$ cat config.mk
export PLATFORM = sky130hd
export DESIGN_NAME = uart_rx_fifo
export DESIGN_NICKNAME = d
export VERILOG_FILES = /design/src/rtl/uart_rx_fifo_pkg.sv /design/src/rtl/sync_fifo_fwft.sv /design/src/rtl/uart_rx_fifo.sv
export SDC_FILE = /design/constraint.sdc
export NUM_CORES = 1
export LEC_CHECK = 0
export CAP_MARGIN = 20
export CORE_UTILIZATION = 56
export DETAILED_ROUTE_END_ITERATION = 7
export MAX_ROUTING_LAYER = met4
export PLACE_DENSITY = 0.8
export SYNTH_ARGS = -nofsm -noshare
export SYNTH_HDL_FRONTEND = slang
export SYNTH_SLANG_ARGS = --single-unit
$ cat constraint.sdc
create_clock -name clk -period 3.8 [get_ports clk]
set_input_delay 1.14 -clock clk [delete_from_list [all_inputs] [get_ports clk]]
set_output_delay 1.14 -clock clk [all_outputs]
set_load 0.01 [all_outputs]
$ cat src/rtl/uart_rx_fifo_pkg.sv
// Shared UART definitions: MMIO map seen by the control unit and the receive buffer depth.
// No logic; constants only.
package uart_rx_fifo_pkg;

  localparam logic [31:0] UART_STATUS_ADDR  = 32'hFFFF_0000;
  localparam logic [31:0] UART_RX_DATA_ADDR = 32'hFFFF_0004;
  localparam logic [31:0] UART_TX_DATA_ADDR = 32'hFFFF_0008;

  localparam int UART_RX_DEPTH = 8;

endpackage

$ cat src/rtl/sync_fifo_fwft.sv
// Generic first-word-fall-through FIFO; head visible one cycle after write, zero-bubble streaming.
// Push while full is refused unless a pop frees the slot in the same cycle; pop while empty is ignored.
module sync_fifo_fwft #(
  parameter int WIDTH = 8,
  parameter int DEPTH = 8
) (
  input  logic                     clk,
  input  logic                     rst,
  input  logic                     push,
  input  logic [WIDTH-1:0]         wr_dat,
  input  logic                     pop,
  input  logic                     flush,
  output logic [WIDTH-1:0]         rd_dat,
  output logic [$clog2(DEPTH):0]   count,
  output logic                     full,
  output logic                     empty
);

  localparam int AW = $clog2(DEPTH);
  localparam logic [AW:0] FULL_CNT = (AW+1)'(DEPTH);

  logic [WIDTH-1:0] mem [DEPTH];
  logic [AW-1:0]    rd_ptr;
  logic [AW-1:0]    wr_ptr;
  logic [AW:0]      cnt;
  logic             pop_ok;
  logic             push_ok;

  assign full    = (cnt == FULL_CNT);
  assign empty   = (cnt == '0);
  assign pop_ok  = pop & ~empty;
  assign push_ok = push & (~full | pop_ok);

  assign rd_dat = mem[rd_ptr];
  assign count  = cnt;

  always_ff @(posedge clk) begin
    if (rst || flush) begin
      rd_ptr <= '0;
      wr_ptr <= '0;
      cnt    <= '0;
    end else begin
      if (push_ok) wr_ptr <= wr_ptr + AW'(1);
      if (pop_ok)  rd_ptr <= rd_ptr + AW'(1);
      case ({push_ok, pop_ok})
        2'b10:   cnt <= cnt + (AW+1)'(1);
        2'b01:   cnt <= cnt - (AW+1)'(1);
        default: cnt <= cnt;
      endcase
    end
  end

  // Storage is deliberately not reset; only the pointers define validity.
  always_ff @(posedge clk) begin
    if (!rst && !flush && push_ok) mem[wr_ptr] <= wr_dat;
  end

endmodule

$ cat src/rtl/uart_rx_fifo.sv
// UART receive buffer: FWFT byte FIFO, head valid one cycle after capture, zero bubbles under continuous pop.
// The receiver cannot be stalled, so bytes arriving while full are dropped, counted and flagged.
module uart_rx_fifo
  import uart_rx_fifo_pkg::*;
#(
  parameter int DEPTH = UART_RX_DEPTH
) (
  input  logic                   clk,
  input  logic                   rst,
  input  logic [7:0]             rx_data,
  input  logic                   rx_valid,
  input  logic                   flush,
  input  logic                   DataOutReady,
  output logic [7:0]             UARTDataOut,
  output logic                   DataOutValid,
  output logic [$clog2(DEPTH):0] count,
  output logic                   full,
  output logic                   overflow,
  output logic [7:0]             drop_count,
  input  logic                   clear_ovf
);

  logic empty;
  logic pop;
  logic drop;

  sync_fifo_fwft #(
    .WIDTH (8),
    .DEPTH (DEPTH)
  ) u_fifo (
    .clk    (clk),
    .rst    (rst),
    .push   (rx_valid),
    .wr_dat (rx_data),
    .pop    (DataOutReady),
    .flush  (flush),
    .rd_dat (UARTDataOut),
    .count  (count),
    .full   (full),
    .empty  (empty)
  );

  assign DataOutValid = ~empty;
  assign pop          = DataOutReady & DataOutValid;
  // A byte discarded by flush is intentional, not an overrun.
  assign drop         = rx_valid & full & ~pop & ~flush;

  always_ff @(posedge clk) begin
    if (rst) begin
      overflow   <= 1'b0;
      drop_count <= 8'd0;
    end else if (clear_ovf) begin
      overflow   <= drop;
      drop_count <= {7'd0, drop};
    end else if (drop) begin
      overflow <= 1'b1;
      if (drop_count != 8'hFF) drop_count <= drop_count + 8'd1;
    end
  end

endmodule

==> impl_metrics.yaml <==
run_status:
  status: "completed"
detailed_routing:
  wl_mm: 6.39
  drt-pass1-iter-count: 4
  detailroute.via_count: 2077
  initialDrtViolationCount: 138
  post-route-drc-count: 0
  number_of_antenna_violating_nets_in_the_routed_design: 0
  route.detailed.vias_per_inst: 5.90
  routed_wire_per_std_cell_um: 18.2
placed_design:
  buffer_ports.inserted: 36
  routabilityCongestion: 0.749
  post-dp-hpwl_mm: 4.15
critical_path:
  worstPathArrival_ns: 2.31
  worst_path_largest_cell_delay_ns: 0.56
  r2r_start: "u_fifo.count[0]"
  endpoint: "UARTDataOut[1]"
  timing.critical_path.buf_inv: 2
  crit_path_top_delay_cell: "sky130_fd_sc_hd__mux4_2"
  path_delay_family: "multiplexers"
  worst_r2r_endpoint: "u_fifo.count[3]"
  worstPathCellList: "buf_4 > mux4_2 > mux2_2 > clkdlybuf4s50_1"
  start_kind: "flop"
  crit_fanout: 16
  endpoint_kind_of_the_worst_setup_timing_path: "output pin"
  regToRegSetupSlack_ns: 1.14
  crit_type: "flop to output pin"
  rr_worst_depth: 8
  worst-path-stages: 4
  cp_data_required_time_ns: 2.66
grt:
  initial_antenna_violation_count: 0
  grt_pass1_vias: 1991
  grt-ovfl-total: 0
  grt_max_degree: 17
  global_route_usage_sum_pct: 22.0
  global_route_wire_length_before_repair_mm: 9.95
cts:
  htree_num_levels: 3
  cts.hold.buffers_added: 0
  clock_sink_count: 86
  clk_pin_slew_worst_paths_ns: 0.08
  cts-root-to-sink-buffers: 2
  root_buffer: "sky130_fd_sc_hd__clkbuf_8"
  tritoncts: "done"
  tritoncts.num_buffers: 9
  cts_resized: 0
  worstSkewPairLatency_ns: 0.35
  cts.repair_timing.setup_buffer_count: 0
min_path:
  hold-path-cell-count: 2
  type_of_the_tightest_min_delay_check: "flop to flop"
pwr:
  sw_pwr_w: 0.000353
  share_clk_of_total_power_pct: 37.9
  power.sequential.fraction_pct: 57.2
  switch_share_pct: 19.9
  leakage_power_nw: 1.36
  power.density_cell_area_mw_per_mm2: 422
  combPwrFrac_pct: 4.9
  power_report.internal_total_w: 0.00143
  worst_case_vdd_ir_drop_uv: 223
timing:
  maximum_clock_frequency_ghz: 0.290
  whs_ns: 0.488
  slew-limit-headroom_pct: 64.0
  fin_crit_sh_pct: 90.7
  fin_skew_ns: 0.00451
  tightest_slew_ns: 0.537
  min_period_ns: 3.45
  fin_tns_setup_ns: 0
  report.final.setup_viol: 0
  rsz0062_at_grt: "no"
  finalHoldViolCount: 0
  finalMaxSlewViolations: 0
yosys:
  synth.net_count: 249
  syn_avg_cell_area_um2: 15.5
  synth_top_cells_by_count: "64 x sky130_fd_sc_hd__edfxtp_1, 22 x sky130_fd_sc_hd__dfxtp_1, 17 x sky130_fd_sc_hd__nor2_1"
  yosys_warnings: 0
  synth.top_cell.area_share_pct: 54.5
  yosys_register_bits: 86
  synth.largest_area_cell: "sky130_fd_sc_hd__edfxtp_1"
  ys_types: 36
  synth_enable_flop_cells: 64
  synth_cells: 228
  postSynth.asyncResetShare_pct: 0
  synth.yosys.seq_area_share_pct: 67.0
  post_synth_main_area_contributors: "sky130_fd_sc_hd__edfxtp_1 54%, sky130_fd_sc_hd__dfxtp_1 12%, sky130_fd_sc_hd__mux4_2 10%, sky130_fd_sc_hd__mux2_2 2.6%, sky130_fd_sc_hd__ha_1 2.1%"
  post_synth_top_flop: "sky130_fd_sc_hd__edfxtp_1"
  yosysMostFrequentCell: "sky130_fd_sc_hd__edfxtp_1"
  cell_area_after_synthesis_mm2: 0.00353
final_layout:
  multi_input_comb_area_mm2: 0.00108
  drive_gt1_share_pct: 19.1
  nFillCells: 412
  antenna-diode-count: 0
  layout.area.seq_mm2: 0.00236
  count_of_nets_after_finishing: 293
  flow.area_growth_from_synthesis_pct: 19.5
floorplan:
  initial_utilization_pct: 58.9
  area_of_the_core_region_mm2: 0.00599
  floorplan.die_area_mm2: 0.00662
  io-pin-count: 37
  std_cell_rows: 28
  die-width_um: 81.4
  dieHeight_um: 81.4
job:
  cap_viol_max_count: 0
## how the worst min path moves through the flow
stage                           startpoint       end  slack (ns)
after floorplan           u_fifo.rd_ptr[1]      flop        0.45
final                             overflow  overflow        0.49
after CTS                         overflow  overflow        0.49
after global placement            overflow  overflow        0.46
after detailed placement          overflow  overflow        0.47
after global routing      u_fifo.rd_ptr[1]      flop        0.52
## cell families after synthesis
logic type	synth area share (%)
buffers and inverters	2.31
AOI/OAI and AO/OA	4.72
DFF	67.0
muxes	13.1
adders and majority gates	2.70
and+or+nand+nor	9.01
xor gates and xnor gates	1.24
## per-stage QoR
stage	util [%]	instance area [µm²]	setup slack [ns]	cells	power, W
after CTS	70.4	4220	0.314	352	0.00180
after global routing	70.4	4220	0.238	352	0.00184
after floorplan	-	3530	0.596	228	0.00108
final	70.4	4220	0.353	352	0.00178
after global placement	66.8	4000	0.500	336	0.00112
after detailed placement	66.8	4000	0.385	336	0.00113
## worst register-to-register path: stages, from the launching register on
cell	delay, ns
sky130_fd_sc_hd__dfxtp_1	0.38
sky130_fd_sc_hd__or4b_4	0.60
sky130_fd_sc_hd__o21ai_0	0.40
sky130_fd_sc_hd__ha_1	0.33
sky130_fd_sc_hd__ha_1	0.30
sky130_fd_sc_hd__a21oi_1	0.20
sky130_fd_sc_hd__a211oi_1	0.11
sky130_fd_sc_hd__o21ai_0	0.16
sky130_fd_sc_hd__o31ai_1	0.08
## state kept, by name, summed over array words and instances (netlist names), named ones only
signal	flops
drop_count	8
overflow	1
u_fifo.count	4
u_fifo.mem	64
u_fifo.rd_ptr	3
u_fifo.wr_ptr	3
## final cells by class
| type | count | area share [%] |
|---|---|---|
| multi-input cells | 122 | 25.7 |
| inverters | 7 | 0.623 |
| clock buffers | 10 | 3.03 |
| repair buffers | 46 | 10.3 |
| well taps | 75 | 2.23 |
| flip-flops and latches | 86 | 56.0 |
| clock inverters | 6 | 2.05 |
## power by group through the flow
stage | clock (W) | sequential [W] | combinational [W]
3_3_place_gp | 0 | 0.00104 | 0.0000846
4_1_cts | 0.000690 | 0.00102 | 0.0000877
5_1_grt | 0.000727 | 0.00102 | 0.0000954
3_5_place_dp | 0 | 0.00104 | 0.0000868
2_1_floorplan | 0 | 0.00104 | 0.0000416
6_report | 0.000674 | 0.00102 | 0.0000872
## layer usage
| layer | GRT usage (%) | up-vias | part of all wire, % |
|---|---|---|---|
| li1 | - | 981 | - |
| met4 | 8.93 | 0 | 1.3 |
| met1 | 27.4 | 1027 | 45 |
| met2 | 35.1 | 62 | 49 |
| met3 | 4.72 | 7 | 4.0 |
| met5 | - | - | 0 |
## cells in the final DEF (no fill, tap or decap), types with 2 or more instances in the layout
cell type                         netlist  layout
sky130_fd_sc_hd__nor2_1                17      17
sky130_fd_sc_hd__ha_1                   6       6
sky130_fd_sc_hd__a211oi_1               2       2
sky130_fd_sc_hd__bufinv_16              0       2
sky130_fd_sc_hd__clkbuf_8               0       9
sky130_fd_sc_hd__nand3_1                8       8
sky130_fd_sc_hd__dfxtp_1               22      22
sky130_fd_sc_hd__or2_2                  3       3
sky130_fd_sc_hd__inv_1                  7       7
sky130_fd_sc_hd__edfxtp_1              64      64
sky130_fd_sc_hd__xor2_1                 5       5
sky130_fd_sc_hd__or4_1                  5       5
sky130_fd_sc_hd__nand4_1                2       2
sky130_fd_sc_hd__o21ai_0                3       3
sky130_fd_sc_hd__buf_4                  1      10
sky130_fd_sc_hd__nor3_1                 3       3
sky130_fd_sc_hd__nor4_1                 3       3
sky130_fd_sc_hd__nand2_1                8       8
sky130_fd_sc_hd__o31ai_1                5       5
sky130_fd_sc_hd__a21oi_1               12      12
sky130_fd_sc_hd__nor4b_1                2       2
sky130_fd_sc_hd__clkdlybuf4s50_1        0      36
sky130_fd_sc_hd__and4_1                 2       2
sky130_fd_sc_hd__clkinv_2               0       2
sky130_fd_sc_hd__mux4_2                16      16
sky130_fd_sc_hd__mux2_2                 8       8
sky130_fd_sc_hd__o211ai_1               2       2
No activity file was read; power rests on OpenSTA's default activity.
